[config.mk]
export PLATFORM = sky130hd
export DESIGN_NAME = execute_md
export DESIGN_NICKNAME = d
export VERILOG_FILES = /design/src/rtl/riscv_structures.sv /design/src/rtl/alu.sv /design/src/rtl/compare.sv /design/src/rtl/muldiv_iter.sv /design/src/rtl/execute_md.sv
export SDC_FILE = /design/constraint.sdc
export NUM_CORES = 2
export LEC_CHECK = 0
export BUFFER_PORTS_ARGS = -buffer_cell sky130_fd_sc_hd__buf_2
export CORE_ASPECT_RATIO = 0.8
export CORE_MARGIN = 2
export CORE_UTILIZATION = 28
export DETAILED_ROUTE_END_ITERATION = 16
export GPL_TIMING_DRIVEN = 1
export PLACE_DENSITY_LB_ADDON = 0.2
export SLEW_MARGIN = 20
export SYNTH_ARGS = -nofsm -noshare
export SYNTH_HDL_FRONTEND = slang
export SYNTH_SLANG_ARGS = --single-unit
[constraint.sdc]
create_clock -name clk -period 12.45 [get_ports clk]
set_input_delay 0.6225 -clock clk [delete_from_list [all_inputs] [get_ports clk]]
set_output_delay 0.6225 -clock clk [all_outputs]
set_load 0.03 [all_outputs]
[src/rtl/riscv_structures.sv]
// Shared types and encodings for the execute stage and its RV-M unit.
package riscv_structures;

    typedef enum logic [1:0] {
        SRC_RF  = 2'd0,
        SRC_MEM = 2'd1,
        SRC_WB  = 2'd2
    } ex_src_e;

    typedef enum logic [1:0] {
        MD_IDLE = 2'd0,
        MD_RUN  = 2'd1,
        MD_DONE = 2'd2
    } md_state_e;

    localparam logic [2:0] F3_MUL    = 3'd0;
    localparam logic [2:0] F3_MULH   = 3'd1;
    localparam logic [2:0] F3_MULHSU = 3'd2;
    localparam logic [2:0] F3_MULHU  = 3'd3;
    localparam logic [2:0] F3_DIV    = 3'd4;
    localparam logic [2:0] F3_DIVU   = 3'd5;
    localparam logic [2:0] F3_REM    = 3'd6;
    localparam logic [2:0] F3_REMU   = 3'd7;

    localparam logic [2:0] BR_BEQ  = 3'd0;
    localparam logic [2:0] BR_BNE  = 3'd1;
    localparam logic [2:0] BR_BLT  = 3'd4;
    localparam logic [2:0] BR_BGE  = 3'd5;
    localparam logic [2:0] BR_BLTU = 3'd6;
    localparam logic [2:0] BR_BGEU = 3'd7;

    localparam logic [3:0] ALU_ADD   = 4'd0;
    localparam logic [3:0] ALU_SUB   = 4'd1;
    localparam logic [3:0] ALU_SLL   = 4'd2;
    localparam logic [3:0] ALU_SLT   = 4'd3;
    localparam logic [3:0] ALU_SLTU  = 4'd4;
    localparam logic [3:0] ALU_XOR   = 4'd5;
    localparam logic [3:0] ALU_SRL   = 4'd6;
    localparam logic [3:0] ALU_SRA   = 4'd7;
    localparam logic [3:0] ALU_OR    = 4'd8;
    localparam logic [3:0] ALU_AND   = 4'd9;
    localparam logic [3:0] ALU_PASSB = 4'd10;

    function automatic logic md_a_signed(input logic [2:0] f3);
        return (f3 != F3_MULHU) && (f3 != F3_DIVU) && (f3 != F3_REMU);
    endfunction

    function automatic logic md_b_signed(input logic [2:0] f3);
        return (f3 == F3_MUL) || (f3 == F3_MULH) || (f3 == F3_DIV) || (f3 == F3_REM);
    endfunction

endpackage

[src/rtl/alu.sv]
// Single-cycle integer ALU.
module alu import riscv_structures::*; #(
    parameter int XLEN = 32
) (
    input  logic [3:0]      op,
    input  logic [XLEN-1:0] a,
    input  logic [XLEN-1:0] b,
    output logic [XLEN-1:0] y
);
    localparam int SW = $clog2(XLEN);

    logic [SW-1:0] shamt_s;
    assign shamt_s = b[SW-1:0];

    // Operation select.
    always_comb begin
        y = '0;
        case (op)
            ALU_ADD:   y = a + b;
            ALU_SUB:   y = a - b;
            ALU_SLL:   y = a << shamt_s;
            ALU_SLT:   y = {{(XLEN-1){1'b0}}, ($signed(a) < $signed(b))};
            ALU_SLTU:  y = {{(XLEN-1){1'b0}}, (a < b)};
            ALU_XOR:   y = a ^ b;
            ALU_SRL:   y = a >> shamt_s;
            ALU_SRA:   y = $unsigned($signed(a) >>> shamt_s);
            ALU_OR:    y = a | b;
            ALU_AND:   y = a & b;
            ALU_PASSB: y = b;
            default:   y = a + b;
        endcase
    end
endmodule

[src/rtl/compare.sv]
// Branch condition evaluation on the forwarded register operands.
module compare import riscv_structures::*; #(
    parameter int XLEN = 32
) (
    input  logic [2:0]      funct3,
    input  logic [XLEN-1:0] a,
    input  logic [XLEN-1:0] b,
    output logic            taken
);
    // Condition select; undefined encodings never branch.
    always_comb begin
        taken = 1'b0;
        case (funct3)
            BR_BEQ:  taken = (a == b);
            BR_BNE:  taken = (a != b);
            BR_BLT:  taken = ($signed(a) < $signed(b));
            BR_BGE:  taken = !($signed(a) < $signed(b));
            BR_BLTU: taken = (a < b);
            BR_BGEU: taken = !(a < b);
            default: taken = 1'b0;
        endcase
    end
endmodule

[src/rtl/muldiv_iter.sv]
// Iterative RV-M unit: one shift-add / restoring-divide step per cycle on
// operand magnitudes, with the sign applied when the result is read in DONE.
module muldiv_iter import riscv_structures::*; #(
    parameter int XLEN = 32
) (
    input  logic            clk,
    input  logic            rst,
    input  logic            flush,
    input  logic            start,
    input  logic [2:0]      funct3,
    input  logic [XLEN-1:0] op_a,
    input  logic [XLEN-1:0] op_b,
    output logic            busy,
    output logic            done,
    output logic            idle,
    output logic [XLEN-1:0] result
);
    localparam int              CW     = $clog2(XLEN);
    localparam logic [XLEN-1:0] MIN_V  = {1'b1, {(XLEN-1){1'b0}}};
    localparam logic [XLEN-1:0] ONES_V = {XLEN{1'b1}};
    localparam logic [CW-1:0]   LAST_V = CW'(XLEN-1);

    md_state_e         state_r, state_nxt_s;
    logic [CW-1:0]     count_r;
    logic [XLEN-1:0]   hi_r, lo_r, div_r;
    logic [2:0]        f3_r;
    logic              neg_r;
    logic              accept_s, a_neg_s, b_neg_s, is_div_s, div0_s, ovf_s, special_s, last_s;
    logic [XLEN-1:0]   a_mag_s, b_mag_s, div_val_s, div_fix_s;
    logic [XLEN:0]     mul_sum_s, div_shift_s, div_diff_s;
    logic [2*XLEN-1:0] prod_fix_s;

    assign accept_s  = start & ~flush & (state_r == MD_IDLE);
    assign a_neg_s   = md_a_signed(funct3) & op_a[XLEN-1];
    assign b_neg_s   = md_b_signed(funct3) & op_b[XLEN-1];
    assign a_mag_s   = a_neg_s ? -op_a : op_a;
    assign b_mag_s   = b_neg_s ? -op_b : op_b;
    assign is_div_s  = funct3[2];
    assign div0_s    = is_div_s & (op_b == '0);
    assign ovf_s     = is_div_s & ~funct3[0] & (op_a == MIN_V) & (op_b == ONES_V);
    assign special_s = div0_s | ovf_s;
    assign last_s    = (count_r == LAST_V);

    // {hi_r, lo_r} is the product/multiplier pair or the remainder/quotient pair.
    assign mul_sum_s   = lo_r[0] ? ({1'b0, hi_r} + {1'b0, div_r}) : {1'b0, hi_r};
    assign div_shift_s = {hi_r, lo_r[XLEN-1]};
    assign div_diff_s  = div_shift_s - {1'b0, div_r};

    assign prod_fix_s = neg_r ? -{hi_r, lo_r} : {hi_r, lo_r};
    assign div_val_s  = f3_r[1] ? hi_r : lo_r;
    assign div_fix_s  = neg_r ? -div_val_s : div_val_s;
    assign result     = f3_r[2] ? div_fix_s :
                        (f3_r[1:0] == 2'b00) ? prod_fix_s[XLEN-1:0] : prod_fix_s[2*XLEN-1:XLEN];

    // FSM state register.
    always_ff @(posedge clk or posedge rst) begin
        if (rst) begin
            state_r <= MD_IDLE;
        end else begin
            state_r <= state_nxt_s;
        end
    end

    // FSM next state; special cases bypass the iteration entirely.
    always_comb begin
        state_nxt_s = state_r;
        if (flush) begin
            state_nxt_s = MD_IDLE;
        end else begin
            case (state_r)
                MD_IDLE: begin
                    if (accept_s) begin
                        state_nxt_s = special_s ? MD_DONE : MD_RUN;
                    end else begin
                        state_nxt_s = MD_IDLE;
                    end
                end
                MD_RUN: begin
                    if (last_s) begin
                        state_nxt_s = MD_DONE;
                    end else begin
                        state_nxt_s = MD_RUN;
                    end
                end
                MD_DONE: state_nxt_s = MD_IDLE;
                default: state_nxt_s = MD_IDLE;
            endcase
        end
    end

    // FSM outputs; busy covers the accept cycle so upstream stalls immediately.
    always_comb begin
        busy = 1'b0;
        done = 1'b0;
        idle = 1'b0;
        case (state_r)
            MD_IDLE: begin
                busy = accept_s;
                idle = 1'b1;
            end
            MD_RUN:  busy = 1'b1;
            MD_DONE: done = 1'b1;
            default: idle = 1'b1;
        endcase
    end

    // Operand latch and per-cycle iteration.
    always_ff @(posedge clk or posedge rst) begin
        if (rst) begin
            count_r <= '0;
            hi_r    <= '0;
            lo_r    <= '0;
            div_r   <= '0;
            f3_r    <= 3'd0;
            neg_r   <= 1'b0;
        end else if (flush) begin
            count_r <= '0;
        end else if (accept_s) begin
            count_r <= '0;
            f3_r    <= funct3;
            div_r   <= b_mag_s;
            if (div0_s) begin
                hi_r  <= op_a;
                lo_r  <= ONES_V;
                neg_r <= 1'b0;
            end else if (ovf_s) begin
                hi_r  <= '0;
                lo_r  <= MIN_V;
                neg_r <= 1'b0;
            end else begin
                hi_r  <= '0;
                lo_r  <= a_mag_s;
                neg_r <= (is_div_s & funct3[1]) ? a_neg_s : (a_neg_s ^ b_neg_s);
            end
        end else if (state_r == MD_RUN) begin
            count_r <= count_r + CW'(1);
            if (f3_r[2]) begin
                if (!div_diff_s[XLEN]) begin
                    hi_r <= div_diff_s[XLEN-1:0];
                    lo_r <= {lo_r[XLEN-2:0], 1'b1};
                end else begin
                    hi_r <= div_shift_s[XLEN-1:0];
                    lo_r <= {lo_r[XLEN-2:0], 1'b0};
                end
            end else begin
                hi_r <= mul_sum_s[XLEN:1];
                lo_r <= {mul_sum_s[0], lo_r[XLEN-1:1]};
            end
        end
    end
endmodule

[src/rtl/execute_md.sv]
// Execute stage: single-cycle ALU, branch resolution and operand bypass,
// plus an iterative RV-M unit that stalls upstream while it works.
module execute_md import riscv_structures::*; #(
    parameter int XLEN   = 32,
    parameter int REG_AW = 5
) (
    input  logic              clk,
    input  logic              rst,
    input  logic              in_valid,
    input  logic [XLEN-1:0]   in_pc,
    input  logic [XLEN-1:0]   in_rs1_data,
    input  logic [XLEN-1:0]   in_rs2_data,
    input  logic [XLEN-1:0]   in_imm,
    input  logic [3:0]        in_alu_op,
    input  logic [2:0]        in_funct3,
    input  logic              in_is_muldiv,
    input  logic              in_use_pc,
    input  logic              in_use_imm,
    input  logic              in_is_branch,
    input  logic              in_is_jump,
    input  logic              in_reg_write,
    input  logic              in_mem_write,
    input  logic              in_mem_read,
    input  logic [REG_AW-1:0] in_rd,
    input  logic [1:0]        rs1_sel,
    input  logic [1:0]        rs2_sel,
    input  logic [XLEN-1:0]   bp_mem,
    input  logic [XLEN-1:0]   bp_wb,
    input  logic              flush,
    output logic              busy,
    output logic              pc_reset,
    output logic [XLEN-1:0]   pc_target,
    output logic              out_valid,
    output logic              out_reg_write,
    output logic              out_mem_write,
    output logic              out_mem_read,
    output logic [XLEN-1:0]   out_result,
    output logic [XLEN-1:0]   out_write_data,
    output logic [REG_AW-1:0] out_rd
);
    logic [XLEN-1:0] rs1_val_s, rs2_val_s, alu_a_s, alu_b_s, alu_y_s, md_result_s;
    logic            cmp_s, md_busy_s, md_done_s, md_idle_s;

    // rs1 bypass; encoding 3 falls back to the register file.
    always_comb begin
        rs1_val_s = in_rs1_data;
        case (ex_src_e'(rs1_sel))
            SRC_MEM: rs1_val_s = bp_mem;
            SRC_WB:  rs1_val_s = bp_wb;
            default: rs1_val_s = in_rs1_data;
        endcase
    end

    // rs2 bypass, same encoding as rs1.
    always_comb begin
        rs2_val_s = in_rs2_data;
        case (ex_src_e'(rs2_sel))
            SRC_MEM: rs2_val_s = bp_mem;
            SRC_WB:  rs2_val_s = bp_wb;
            default: rs2_val_s = in_rs2_data;
        endcase
    end

    assign alu_a_s = in_use_pc  ? in_pc  : rs1_val_s;
    assign alu_b_s = in_use_imm ? in_imm : rs2_val_s;

    alu #(.XLEN(XLEN)) u_alu (
        .op(in_alu_op), .a(alu_a_s), .b(alu_b_s), .y(alu_y_s)
    );

    compare #(.XLEN(XLEN)) u_cmp (
        .funct3(in_funct3), .a(rs1_val_s), .b(rs2_val_s), .taken(cmp_s)
    );

    muldiv_iter #(.XLEN(XLEN)) u_md (
        .clk(clk), .rst(rst), .flush(flush), .start(in_valid & in_is_muldiv),
        .funct3(in_funct3), .op_a(rs1_val_s), .op_b(rs2_val_s),
        .busy(md_busy_s), .done(md_done_s), .idle(md_idle_s), .result(md_result_s)
    );

    assign busy      = ~rst & md_busy_s;
    assign pc_reset  = ~rst & ~flush & in_valid & md_idle_s & ~in_is_muldiv &
                       ((in_is_branch & cmp_s) | in_is_jump);
    assign pc_target = rst ? '0 : alu_y_s;

    // EX/MEM register: flush, stall and empty slots load a bubble.
    always_ff @(posedge clk or posedge rst) begin
        if (rst) begin
            out_valid      <= 1'b0;
            out_reg_write  <= 1'b0;
            out_mem_write  <= 1'b0;
            out_mem_read   <= 1'b0;
            out_result     <= '0;
            out_write_data <= '0;
            out_rd         <= '0;
        end else if (flush || md_busy_s || !in_valid) begin
            out_valid      <= 1'b0;
            out_reg_write  <= 1'b0;
            out_mem_write  <= 1'b0;
            out_mem_read   <= 1'b0;
            out_result     <= '0;
            out_write_data <= '0;
            out_rd         <= '0;
        end else begin
            out_valid      <= 1'b1;
            out_reg_write  <= in_reg_write & in_valid;
            out_mem_write  <= in_mem_write & in_valid;
            out_mem_read   <= in_mem_read & in_valid;
            out_result     <= md_done_s ? md_result_s : alu_y_s;
            out_write_data <= rs2_val_s;
            out_rd         <= in_rd;
        end
    end
endmodule

==> impl_metrics.toml <==
[outcome]
status = "complete, no violations"

[timing]
period_minus_slack_ns = 8.010
worst_slew_pin_slew_ns = 1.337
hold_violations = 0
drv_slew = 0
max_clock_freq_mhz = 124.8
grt_setup_unrepaired = "no"
relSlewSlack_pct = 9.919
setup_tns_ns = 0
worst_hold_slack_ns = 0.3219
clock_skew_ns = 0.03180
final.period_utilization_pct = 64.34
setup_violations = 0

[cells_and_area]
syn2layout_area_growth_pct = 13.22
fin_area_sq_um = 32400
fin_util_pct = 32.09
fillers = 11060
nNetsFinal = 4563
layout-drive-gt1-share_pct = 14.64

[floorplanning]
io_pins = 327
fp.dieW_microns = 361.4
initial_core_util_pct = 28.34
die_y_microns = 289.9
die_area_sq_um = 104800
core_area_sq_um = 101000
num_rows = 104

[clock_tree]
cts_buffers = 17
cts_tree = "done"
cts-root-buf = "clkbuf_16"
post-cts-setup-buffers = 0
cts.htree.levels = 4
clk_latency_ns = 0.53
cts_resized = 0
clk_pin_slew_ns = 0.08
clkSinkCount = 180
hold_buffers = 0
cts_buffer_depth = 2

[yosys]
async_flop_share_pct = 100.0
synth_ff_type = "dfrtp_1"
syn_area_per_cell_sq_um = 7.212
syn-instance-count = 3968
synth-edff-count = 0
synth-seq-cells = 180
yosysWarnings = 0
syn_area_sq_um = 28620
synth_nets = 4397
ys_seq_area_share_pct = 15.74
synthDistinctLibCells = 98

[pwr]
combPwrFrac_pct = 70.9
p_clk_share_pct = 10.1
p_int_mw = 2.537
p_seq_share_pct = 19.0
p_sw_mw = 3.466
fin_total_pwr_mw = 6.003
static-leakage-power_nw = 14.31
p_per_area_nw_per_um2 = 185.3
irDropWorstVdd_uv = 146.1
switching_share_pct = 57.74

[placed_design]
place_area_sq_um = 31770
dpl.hpwl_microns = 138200
routabilityCongestion = 1.053
io_buffers = 326

[global_route]
grt.total_usage_pct = 31.70
grt_pass1_wl_microns = 241700
grt_max_degree = 82
grt_overflow = 0
grt_pass1_vias = 31190
antenna_found_initial = 8

[routing]
vias = 34290
vias_per_cell = 6.265
routedWlPerCell_microns = 31.77
drt-pass1-iter-count = 8
antenna_left = 0
drc = 0
wirelength_microns = 173900
first_iter_violations = 5431

[worst_setup_path]
crit_path_max_fanout = 40
worstPathArrival_ns = 7.39
end_kind = "primary output"
cp-start-kind = "input port"
startpoint = "rs2_sel[0]"
r2r-start = "u_md.lo_r[0]"
crit_required_ns = 11.83
critPathKind = "in2out"

[hold_path]
holdCritStartpoint = "in_rd[3]"
hold_class = "in2reg"

[run]
cap_violations = 0
[worst paths after layout]
path	to	slack [ns]	depth (start not counted)
max	pc_target[0]	4.44	22
min	out_rd[3]	0.32	2
max reg2reg	out_result[18]	7.09	12
min reg2reg	u_md.div_r[2]	0.56	2
max in group asynchronous	u_md.div_r[25]	9.86	5
min in group asynchronous	out_result[12]	0.53	3
[layout make-up]
| cell class | count | area [sq um] | share of cell area (%) |
|---|---|---|---|
| multi-input combinational | 3279 | 22250 | 68.66 |
| sequential | 180 | 4511 | 13.92 |
| inverter | 206 | 785.8 | 2.425 |
| antenna | 2 | 5.005 | 0.01545 |
| clock buffer | 18 | 439.2 | 1.355 |
| tap | 1325 | 1658 | 5.117 |
| timing repair buffer | 450 | 2575 | 7.947 |
| clock inverter | 14 | 181.4 | 0.5600 |
[per-layer routing]
layer  vias up  global-route usage (%)  wire length (microns)
li1      15070                       -                      -
met2      2148                   42.82                  68050
met4         8                   8.181                   4872
met1     16810                   47.69                  79100
met5         -                       0                     40
met3       262                   9.577                  21870
[metrics by stage]
step | setup WS (ns) | std cells
after floorplan | 4.591 | 3968
after global placement | 5.005 | 5440
after detailed placement | 4.869 | 5440
after CTS | 4.862 | 5472
after global routing | 4.200 | 5472
final | 4.440 | 5474
[worst max-delay path, stage by stage]
cell	delay [ns]
buf_2	0.11
inv_1	0.05
ha_1	0.26
buf_4	0.39
inv_2	0.32
o21ai_1	0.69
nor2_1	0.09
a21oi_1	0.71
inv_1	0.10
ha_1	0.70
nor2_1	0.09
o21ai_0	0.13
a2bb2oi_1	0.13
a21oi_1	0.17
nand2_1	0.19
a31oi_1	0.21
o21ai_0	0.18
a221oi_1	0.48
o21bai_1	0.13
a2111o_1	0.46
a21oi_1	0.77
buf_2	0.35
[power groups by stage]
stage               sequential, mW  combinational, mW  clock (mW)
global placement              1.12               4.12           0
CTS                           1.11               4.12       0.613
detailed placement            1.12               4.10           0
global route                  1.14               4.56       0.634
floorplan                    0.861               2.95           0
finish                        1.14               4.26       0.605
[cell usage after synthesis (33+ instances only)]
cell type | n | share of area (%)
and2_1 | 33 | 0.72
a31oi_1 | 40 | 0.87
o21ai_0 | 304 | 5.3
o21a_1 | 43 | 1.1
xnor2_1 | 104 | 3.2
o31ai_1 | 48 | 1.3
o221ai_1 | 42 | 1.3
nand2b_1 | 100 | 2.2
xor2_1 | 66 | 2.0
o22ai_1 | 50 | 1.1
nand2_1 | 350 | 4.6
a21oi_1 | 305 | 5.3
a221oi_1 | 43 | 1.3
a221o_1 | 50 | 1.7
dfrtp_1 | 180 | 16
a211oi_1 | 82 | 2.2
o211ai_1 | 48 | 1.3
buf_1 | 34 | 0.45
ha_1 | 206 | 9.0
nor2b_1 | 38 | 0.83
mux2_2 | 47 | 1.8
mux2i_1 | 192 | 6.7
a21o_1 | 65 | 1.7
nand3_1 | 70 | 1.2
nor3_1 | 106 | 1.9
inv_1 | 198 | 2.6
clkbuf_1 | 232 | 3.0
nor2_1 | 350 | 4.6
a22o_1 | 46 | 1.4
[state kept, by name (all words and copies together), names as in the netlist]
signal and flops:
out_mem_read 1, out_mem_write 1, out_rd 5, out_reg_write 1, out_result 32, out_valid 1
out_write_data 32, u_md.count_r 5, u_md.div_r 32, u_md.f3_r 3, u_md.hi_r 32, u_md.lo_r 32
u_md.neg_r 1, u_md.state_r 2
[cell usage in the layout (no fill, tap or decap), types with 48 or more instances in the layout]
cell type | netlist | layout
a221o_1 | 50 | 50
inv_1 | 198 | 197
nand2b_1 | 100 | 100
o22ai_1 | 50 | 50
nand2_1 | 350 | 350
nor3_1 | 106 | 103
a21oi_1 | 305 | 305
buf_4 | 1 | 123
ha_1 | 206 | 205
buf_2 | 30 | 326
dfrtp_1 | 180 | 177
nor2_1 | 350 | 348
xor2_1 | 66 | 66
o21ai_0 | 304 | 298
xnor2_1 | 104 | 104
mux2i_1 | 192 | 192
nand3_1 | 70 | 69
a211oi_1 | 82 | 82
o211ai_1 | 48 | 48
a21o_1 | 65 | 65
[kinds of logic (layout without fill, tap and decap cells)]
group	Yosys count	count (layout)	share of synthesized area (%)
adders and majority gates	209	209	9.217
muxes	241	241	8.723
xor gates and xnor gates	170	170	5.203
and+or+nand+nor	1222	1222	20.34
AOI/OAI and AO/OA	1437	1437	33.85
buffers and inverters	509	688	6.930
other	0	2	0
DFF	180	180	15.74
Note: power is estimated with default switching activity, not from simulation.
